## config.mk

```make
export PLATFORM = sky130hd
export DESIGN_NAME = instruction_fetch_flat
export DESIGN_NICKNAME = d
export VERILOG_FILES = /design/src/rtl/cpu_pkg.sv /design/src/rtl/instruction_fetch_if.sv /design/src/rtl/ifetch_prefetch_buf.sv /design/src/rtl/instruction_fetch.sv /design/src/flat_wrapper.sv
export SDC_FILE = /design/constraint.sdc
export NUM_CORES = 1
export LEC_CHECK = 0
export CAP_MARGIN = 10
export CORE_ASPECT_RATIO = 0.5
export CORE_MARGIN = 1.5
export CORE_UTILIZATION = 40
export DETAILED_ROUTE_END_ITERATION = 10
export PLACE_DENSITY = 0.79
export SLEW_MARGIN = 25
export SYNTH_ARGS = -nofsm -noshare
export SYNTH_HDL_FRONTEND = slang
export SYNTH_HIERARCHICAL = 1
export SYNTH_SLANG_ARGS = --single-unit
```

## constraint.sdc

```tcl
create_clock -name clk -period 1.55 [get_ports clk]
set_input_delay 0.31 -clock clk [delete_from_list [all_inputs] [get_ports clk]]
set_output_delay 0.31 -clock clk [all_outputs]
set_load 0.01 [all_outputs]
```

## src/rtl/cpu_pkg.sv

```systemverilog
// rtl/cpu_pkg.sv - shared CPU package: mode encodings, instruction field positions, fetch state enum
package cpu_pkg;

    localparam logic [1:0] MODE_JUMP  = 2'b00;
    localparam logic [1:0] MODE_LOAD  = 2'b01;
    localparam logic [1:0] MODE_STORE = 2'b10;
    localparam logic [1:0] MODE_ALU   = 2'b11;

    localparam int INSTR_WIDTH = 8;
    localparam int MODE_MSB    = 7;
    localparam int MODE_LSB    = 6;
    localparam int RS_MSB      = 5;
    localparam int RS_LSB      = 4;
    localparam int RT_MSB      = 3;
    localparam int RT_LSB      = 2;
    localparam int OPC_MSB     = 1;
    localparam int OPC_LSB     = 0;

    typedef enum logic [1:0] {
        ST_IDLE  = 2'd0,
        ST_FETCH = 2'd1,
        ST_HOLD  = 2'd2
    } fetch_state_t;

    // The 2-bit immediate lives in the opcode field and is treated as signed.
    function automatic logic [7:0] sext_imm(input logic [1:0] field);
        return {{6{field[1]}}, field};
    endfunction

endpackage

```

## src/rtl/instruction_fetch_if.sv

```systemverilog
// rtl/instruction_fetch_if.sv - instruction memory request/ready port
interface instruction_fetch_if #(
    parameter int PC_WIDTH = 8
);
    logic                imem_req;
    logic [PC_WIDTH-1:0] imem_addr;
    logic                imem_ready;
    logic [7:0]          imem_rdata;

    modport master (
        output imem_req,
        output imem_addr,
        input  imem_ready,
        input  imem_rdata
    );

    modport slave (
        input  imem_req,
        input  imem_addr,
        output imem_ready,
        output imem_rdata
    );
endinterface

```

## src/rtl/ifetch_prefetch_buf.sv

```systemverilog
// rtl/ifetch_prefetch_buf.sv - one-entry prefetch buffer holding the byte fetched for pc_out+1
module ifetch_prefetch_buf #(
    parameter int PC_WIDTH = 8
) (
    input  logic                clk,
    input  logic                reset_n,
    input  logic                fill,
    input  logic [7:0]          fill_data,
    input  logic [PC_WIDTH-1:0] fill_pc,
    input  logic                flush,
    output logic                valid,
    output logic [7:0]          data,
    output logic [PC_WIDTH-1:0] pc
);

    // A consume always empties the entry; fills only happen when no consume is taking the byte directly.
    always_ff @(posedge clk or negedge reset_n) begin
        if (!reset_n) begin
            valid <= 1'b0;
            data  <= '0;
            pc    <= '0;
        end else if (flush) begin
            valid <= 1'b0;
        end else if (fill) begin
            valid <= 1'b1;
            data  <= fill_data;
            pc    <= fill_pc;
        end
    end

endmodule

```

## src/rtl/instruction_fetch.sv

```systemverilog
// rtl/instruction_fetch.sv - fetch stage: PC, imem handshake, IR and field split; optional IFETCH_PREFETCH_EN
module instruction_fetch
    import cpu_pkg::*;
#(
    parameter int                  PC_WIDTH = 8,
    parameter logic [PC_WIDTH-1:0] RESET_PC = '0
) (
    input  logic                clk,
    input  logic                reset_n,
    instruction_fetch_if.master imem,
    input  logic                stall,
    input  logic                jump_taken,
    input  logic [PC_WIDTH-1:0] jump_target,
    output logic                ir_valid,
    output logic [1:0]          mode,
    output logic [1:0]          rs,
    output logic [1:0]          rt,
    output logic [1:0]          opcode,
    output logic [7:0]          imm,
    output logic [PC_WIDTH-1:0] pc_out,
    output logic [PC_WIDTH-1:0] pc_next
);

    fetch_state_t               state_q, state_d;
    logic [PC_WIDTH-1:0]        pc_q, pc_d;
    logic [INSTR_WIDTH-1:0]     ir_q, ir_d;
    logic [PC_WIDTH-1:0]        pc_out_q, pc_out_d;
    logic                       ir_valid_q, ir_valid_d;
    logic [PC_WIDTH-1:0]        pc_inc;
    logic                       consume;

    assign pc_inc  = pc_out_q + PC_WIDTH'(1);
    assign consume = ir_valid_q && !stall;

`ifdef IFETCH_PREFETCH_EN
    logic                discard_q, discard_d;
    logic [PC_WIDTH-1:0] discard_addr_q, discard_addr_d;
    logic                buf_fill, buf_flush, buf_valid;
    logic [7:0]          buf_data;
    logic [PC_WIDTH-1:0] buf_pc;

    ifetch_prefetch_buf #(
        .PC_WIDTH (PC_WIDTH)
    ) u_pf_buf (
        .clk       (clk),
        .reset_n   (reset_n),
        .fill      (buf_fill),
        .fill_data (imem.imem_rdata),
        .fill_pc   (pc_inc),
        .flush     (buf_flush),
        .valid     (buf_valid),
        .data      (buf_data),
        .pc        (buf_pc)
    );

    // Tracks a prefetch that was still pending at a jump: it must finish its handshake before the target fetch.
    always_ff @(posedge clk or negedge reset_n) begin
        if (!reset_n) begin
            discard_q      <= 1'b0;
            discard_addr_q <= '0;
        end else begin
            discard_q      <= discard_d;
            discard_addr_q <= discard_addr_d;
        end
    end
`endif

    // State register.
    always_ff @(posedge clk or negedge reset_n) begin
        if (!reset_n) begin
            state_q <= ST_IDLE;
        end else begin
            state_q <= state_d;
        end
    end

    // Next state, datapath next values and the combinational memory request.
    always_comb begin
        state_d        = state_q;
        pc_d           = pc_q;
        ir_d           = ir_q;
        pc_out_d       = pc_out_q;
        ir_valid_d     = ir_valid_q;
        imem.imem_req  = 1'b0;
        imem.imem_addr = pc_q;
`ifdef IFETCH_PREFETCH_EN
        discard_d      = discard_q;
        discard_addr_d = discard_addr_q;
        buf_fill       = 1'b0;
        buf_flush      = 1'b0;
`endif
        case (state_q)
            ST_IDLE: begin
                state_d = ST_FETCH;
            end
            ST_FETCH: begin
                imem.imem_req = 1'b1;
`ifdef IFETCH_PREFETCH_EN
                if (discard_q) begin
                    imem.imem_addr = discard_addr_q;
                    if (imem.imem_ready) begin
                        discard_d = 1'b0;
                    end
                end else if (imem.imem_ready) begin
                    ir_d       = imem.imem_rdata;
                    pc_out_d   = pc_q;
                    ir_valid_d = 1'b1;
                    state_d    = ST_HOLD;
                end
`else
                if (imem.imem_ready) begin
                    ir_d       = imem.imem_rdata;
                    pc_out_d   = pc_q;
                    ir_valid_d = 1'b1;
                    state_d    = ST_HOLD;
                end
`endif
            end
            ST_HOLD: begin
`ifdef IFETCH_PREFETCH_EN
                imem.imem_req  = !buf_valid;
                imem.imem_addr = pc_inc;
                buf_fill       = imem.imem_req && imem.imem_ready && !consume;
                buf_flush      = consume;
                if (consume) begin
                    if (jump_taken) begin
                        pc_d       = jump_target;
                        ir_valid_d = 1'b0;
                        state_d    = ST_FETCH;
                        if (imem.imem_req && !imem.imem_ready) begin
                            discard_d      = 1'b1;
                            discard_addr_d = pc_inc;
                        end
                    end else if (buf_valid) begin
                        ir_d     = buf_data;
                        pc_out_d = buf_pc;
                    end else if (imem.imem_req && imem.imem_ready) begin
                        ir_d     = imem.imem_rdata;
                        pc_out_d = pc_inc;
                    end else begin
                        // Pending prefetch carries on as the FETCH request at the same address.
                        pc_d       = pc_inc;
                        ir_valid_d = 1'b0;
                        state_d    = ST_FETCH;
                    end
                end
`else
                if (consume) begin
                    pc_d       = jump_taken ? jump_target : pc_inc;
                    ir_valid_d = 1'b0;
                    state_d    = ST_FETCH;
                end
`endif
            end
            default: begin
                state_d = ST_IDLE;
            end
        endcase
    end

    // Datapath registers: PC, IR, address of the held instruction and its valid flag.
    always_ff @(posedge clk or negedge reset_n) begin
        if (!reset_n) begin
            pc_q       <= RESET_PC;
            ir_q       <= '0;
            pc_out_q   <= '0;
            ir_valid_q <= 1'b0;
        end else begin
            pc_q       <= pc_d;
            ir_q       <= ir_d;
            pc_out_q   <= pc_out_d;
            ir_valid_q <= ir_valid_d;
        end
    end

    assign ir_valid = ir_valid_q;
    assign mode     = ir_q[MODE_MSB:MODE_LSB];
    assign rs       = ir_q[RS_MSB:RS_LSB];
    assign rt       = ir_q[RT_MSB:RT_LSB];
    assign opcode   = ir_q[OPC_MSB:OPC_LSB];
    assign imm      = sext_imm(ir_q[OPC_MSB:OPC_LSB]);
    assign pc_out   = pc_out_q;
    assign pc_next  = pc_inc;

endmodule

```

## src/flat_wrapper.sv

```systemverilog
// flat-port wrapper written by rule: the top's interface ports become plain ports
module instruction_fetch_flat import cpu_pkg::*;
#(
    parameter int                  PC_WIDTH = 8,
    parameter logic [PC_WIDTH-1:0] RESET_PC = '0
)
  (clk, reset_n, stall, jump_taken, jump_target, ir_valid, mode, rs, rt, opcode, imm, pc_out, pc_next, imem_imem_req, imem_imem_addr, imem_imem_ready, imem_imem_rdata);
  instruction_fetch_if #(.PC_WIDTH(PC_WIDTH)) imem_i ();
  input  logic clk;
  input  logic reset_n;
  input  logic stall;
  input  logic jump_taken;
  input  logic [PC_WIDTH-1:0] jump_target;
  output logic ir_valid;
  output logic [1:0] mode;
  output logic [1:0] rs;
  output logic [1:0] rt;
  output logic [1:0] opcode;
  output logic [7:0] imm;
  output logic [PC_WIDTH-1:0] pc_out;
  output logic [PC_WIDTH-1:0] pc_next;
  output wire logic [$bits(imem_i.imem_req)-1:0] imem_imem_req;
  output wire logic [$bits(imem_i.imem_addr)-1:0] imem_imem_addr;
  input wire logic [$bits(imem_i.imem_ready)-1:0] imem_imem_ready;
  input wire logic [$bits(imem_i.imem_rdata)-1:0] imem_imem_rdata;
  assign imem_imem_req = imem_i.imem_req;
  assign imem_imem_addr = imem_i.imem_addr;
  assign imem_i.imem_ready = imem_imem_ready;
  assign imem_i.imem_rdata = imem_imem_rdata;
  instruction_fetch #(.PC_WIDTH(PC_WIDTH), .RESET_PC(RESET_PC)) u_core (.clk(clk), .reset_n(reset_n), .imem(imem_i), .stall(stall), .jump_taken(jump_taken), .jump_target(jump_target), .ir_valid(ir_valid), .mode(mode), .rs(rs), .rt(rt), .opcode(opcode), .imm(imm), .pc_out(pc_out), .pc_next(pc_next));
endmodule
```

==> results.sh <==
export IMPL_cts_root_buf="clkbuf_8"
export IMPL_tns_ns=-1.04
export IMPL_yosysWarningCount=6
export IMPL_vias_per_cell=4.91
export IMPL_slowest_delay_ns=0.41
export IMPL_timing_final_crit_period_ns=1.77
export IMPL_failed_checks="setup timing"
export IMPL_syn_to_final_growth_pct=76.0
export IMPL_tightest_slew_ns=0.351
export IMPL_ant_nets=0
export IMPL_cts_tree="yes"
export IMPL_post_route_util=0.752
export IMPL_p_sw_mw=1.64
export IMPL_drc_errors=0
export IMPL_p_int_mw=2.71
export IMPL_hold_viol=0
export IMPL_total_power_mw=4.35
export IMPL_antenna_found_initial=0
export IMPL_ir_drop_mv=1.04
export IMPL_cts_buffers=3
export IMPL_ys_ff_latch=27
export IMPL_pwr_share_comb=0.612
export IMPL_cp_start_kind="flip-flop"
export IMPL_crit_fanout=2
export IMPL_drtIter0Drc=55
export IMPL_avgSynthCellArea_sq_um=10.6
export IMPL_max_slew_margin=0.764
export IMPL_routed_wl_mm=4.00
export IMPL_syn_cell_area_sq_mm=0.00131
export IMPL_dieArea_sq_mm=0.00365
export IMPL_final_max_slew_violation_count=0
export IMPL_clockBufferDepth=2
export IMPL_vias=1242
export IMPL_fin_area_sq_mm=0.00231
export IMPL_p_leak_nw=1.16
export IMPL_fill_cells=199
export IMPL_cts_max_level=1
export IMPL_status="finished with violations"
export IMPL_grt_usage=0.201
export IMPL_seq_area_frac_synth=0.516
export IMPL_nets=236
export IMPL_clock_sinks=27
export IMPL_p_clk_frac=0.091
export IMPL_yosys_area_top_type="dfrtp_1"
export IMPL_clock_latency_ns=0.27
export IMPL_setup_viol=6
export IMPL_syn_num_nets=146
export IMPL_top_level_ports=63
export IMPL_yosysTopAreaCellShare=0.516
export IMPL_max_freq_mhz=566
export IMPL_maxCapViolations=0
export IMPL_setup_slack_ns=-0.217
export IMPL_initial_core_util=0.427
export IMPL_gp_congestion=0.782
export IMPL_rsz0062_at_grt="yes"
export IMPL_critPathArrivalTime_ns=1.46
export IMPL_post_dp_cell_area_sq_mm=0.00205
export IMPL_pre_cts_ws_ns=-0.311
export IMPL_grt_max_degree=15
export IMPL_coreArea_sq_mm=0.00307
export IMPL_grt_pass1_vias=1177
export IMPL_crit_path_end_kind="output pin"
export IMPL_post_drt_wl_per_cell_microns=15.8
export IMPL_grt_pass1_wl_mm=5.61
export IMPL_worst_r2r_path_depth=6
export IMPL_antenna_cells=0
export IMPL_hold_path_class="in -> async"
export IMPL_rows=14
export IMPL_final_layout_size_suffix_gt1_frac=0.366
export IMPL_crit_required_ns=1.24
export IMPL_cts_clk_slew_worst_paths_ns=0.09
export IMPL_power_density_mw_per_mm2=1880
export IMPL_crit_chain="ha_4, inv_1, o21a_1, or2_4, buf_6"
export IMPL_fp_dieH_microns=43.5
export IMPL_seqPwrFrac=0.297
export IMPL_fin_skew_ns=0.00311
export IMPL_yosys_top_cells_area="dfrtp_1 52%, mux2_2 9.5%, buf_4 5.2%"
export IMPL_crit_slowest_cell="dfrtp_1"
export IMPL_port_buffers=62
export IMPL_drt_first_pass_iters=4
export IMPL_dp_hpwl_mm=2.43
export IMPL_overflow=0
export IMPL_syn_inst=124
export IMPL_p_sw_frac=0.377
export IMPL_fin_crit_sh=1.14
export IMPL_path_class="reg -> out"
export IMPL_synth_distinct_cells=27
export IMPL_fp_dieW_microns=83.9
[critical path, delay by kind of cell, from the launching register on]
family / cells / cell delay, ns
compound gates: 1 / 0.20
buf+inv: 2 / 0.19
fa+ha+maj: 1 / 0.16
flops: 1 / 0.41
simple gates: 1 / 0.23
[power groups by stage]
| stage | logic (mW) | clock network [mW] | registers (mW) |
|---|---|---|---|
| after floorplan | 0.900 | 0 | 1.45 |
| after global placement | 2.32 | 0 | 1.28 |
| after detailed placement | 2.36 | 0 | 1.29 |
| after CTS | 2.48 | 0.406 | 1.27 |
| after global routing | 2.83 | 0.447 | 1.34 |
| final | 2.66 | 0.396 | 1.29 |
[cells in the final DEF (no fill, tap or decap), types with 5 or more instances in the layout]
master / netlist / final
buf_2: 2 / 5
buf_4: 9 / 29
buf_6: 0 / 6
clkdlybuf4s50_1: 0 / 30
dfrtp_1: 27 / 24
dlygate4sd2_1: 0 / 15
dlymetal6s2s_1: 0 / 7
inv_1: 6 / 6
mux2_2: 11 / 11
nand2_1: 16 / 15
o21ai_0: 7 / 7
o21ai_1: 5 / 5
[final timing paths]
kind                             startpoint                  endpoint  slack [ns]
max                        u_core/pc_out[1]                pc_next[6]       -0.22
min                                 reset_n  u_core/imem.imem_addr[3]        0.26
max reg2reg                u_core/pc_out[1]  u_core/imem.imem_addr[6]        0.04
min reg2reg                  u_core/ir_q[7]            u_core/ir_q[7]        0.50
max in group asynchronous           reset_n            u_core/ir_q[1]        0.79
min in group clk             u_core/ir_q[7]            u_core/ir_q[7]        0.50
[stage by stage]
step / cells / hold WS (ns)
2_1_floorplan: 124 / 0.0144
3_3_place_gp: 232 / 0.478
3_5_place_dp: 232 / 0.485
4_1_cts: 248 / 0.270
5_1_grt: 253 / 0.267
6_report: 253 / 0.263
[sequential cells by signal, summed over array words and instances, names as in the netlist]
register	flops
u_core/ir_valid	1
u_core/pc_out	8
u_core/ir_q	8
u_core/imem.imem_addr	8
u_core/state_q	2
[layout make-up]
class / count / area (sq um) / area share
Sequential cell: 27 / 679 / 0.295
Timing Repair Buffer: 97 / 870 / 0.377
Tap cell: 40 / 50.0 / 0.0217
Inverter: 6 / 22.5 / 0.00977
Multi-Input combinational cell: 79 / 639 / 0.277
Clock buffer: 4 / 45.0 / 0.0195
[Yosys cell counts]
master and count:
buf_4 9, nand3b_1 1, or2_1 1, o21ai_1 5, mux2_2 11, nor2b_1 3
o31ai_1 4, or2_2 3, ha_1 1, clkbuf_1 1, a21oi_1 2, nor2_1 2
dfrtp_1 27, nor3b_2 1, xnor2_1 2, nand3_1 4, nor3_1 3, nand4_2 1
mux2i_1 3, o21ai_0 7, xor2_1 1, mux2_1 1, inv_1 6, nand2b_1 4
nand2_1 16, buf_2 2, o21a_1 3
[metal layers]
layer / routed length [microns] / up-vias / part of all wire / global-route usage
met1: 1760 / 611 / 0.44 / 0.260
met2: 2020 / 40 / 0.50 / 0.353
met5: 0 / - / 0 / 0
met3: 191 / 6 / 0.048 / 0.0476
met4: 38 / 0 / 0.0095 / 0.0492
li1: - / 585 / - / -
[cell families after synthesis]
logic type	count (synthesis)	share of synthesized area
adder cells (fa/ha/maj)	1	0.00955
multiplexers	15	0.126
XOR/XNOR	3	0.0201
flip-flops	27	0.516
AND/OR/NAND/NOR	39	0.156
buffers and inverters	18	0.0793
AO/OA/AOI/OAI	21	0.0936
[repair_timing]
item / CTS / global route
endpoints found under the setup margin: 25 / 16
pin swaps: 8 / 5
hold buffers: 0 / 0
buffers inserted: 12 / 5
resized for setup: 64 / 22
No activity file was read; power rests on OpenSTA's default activity.
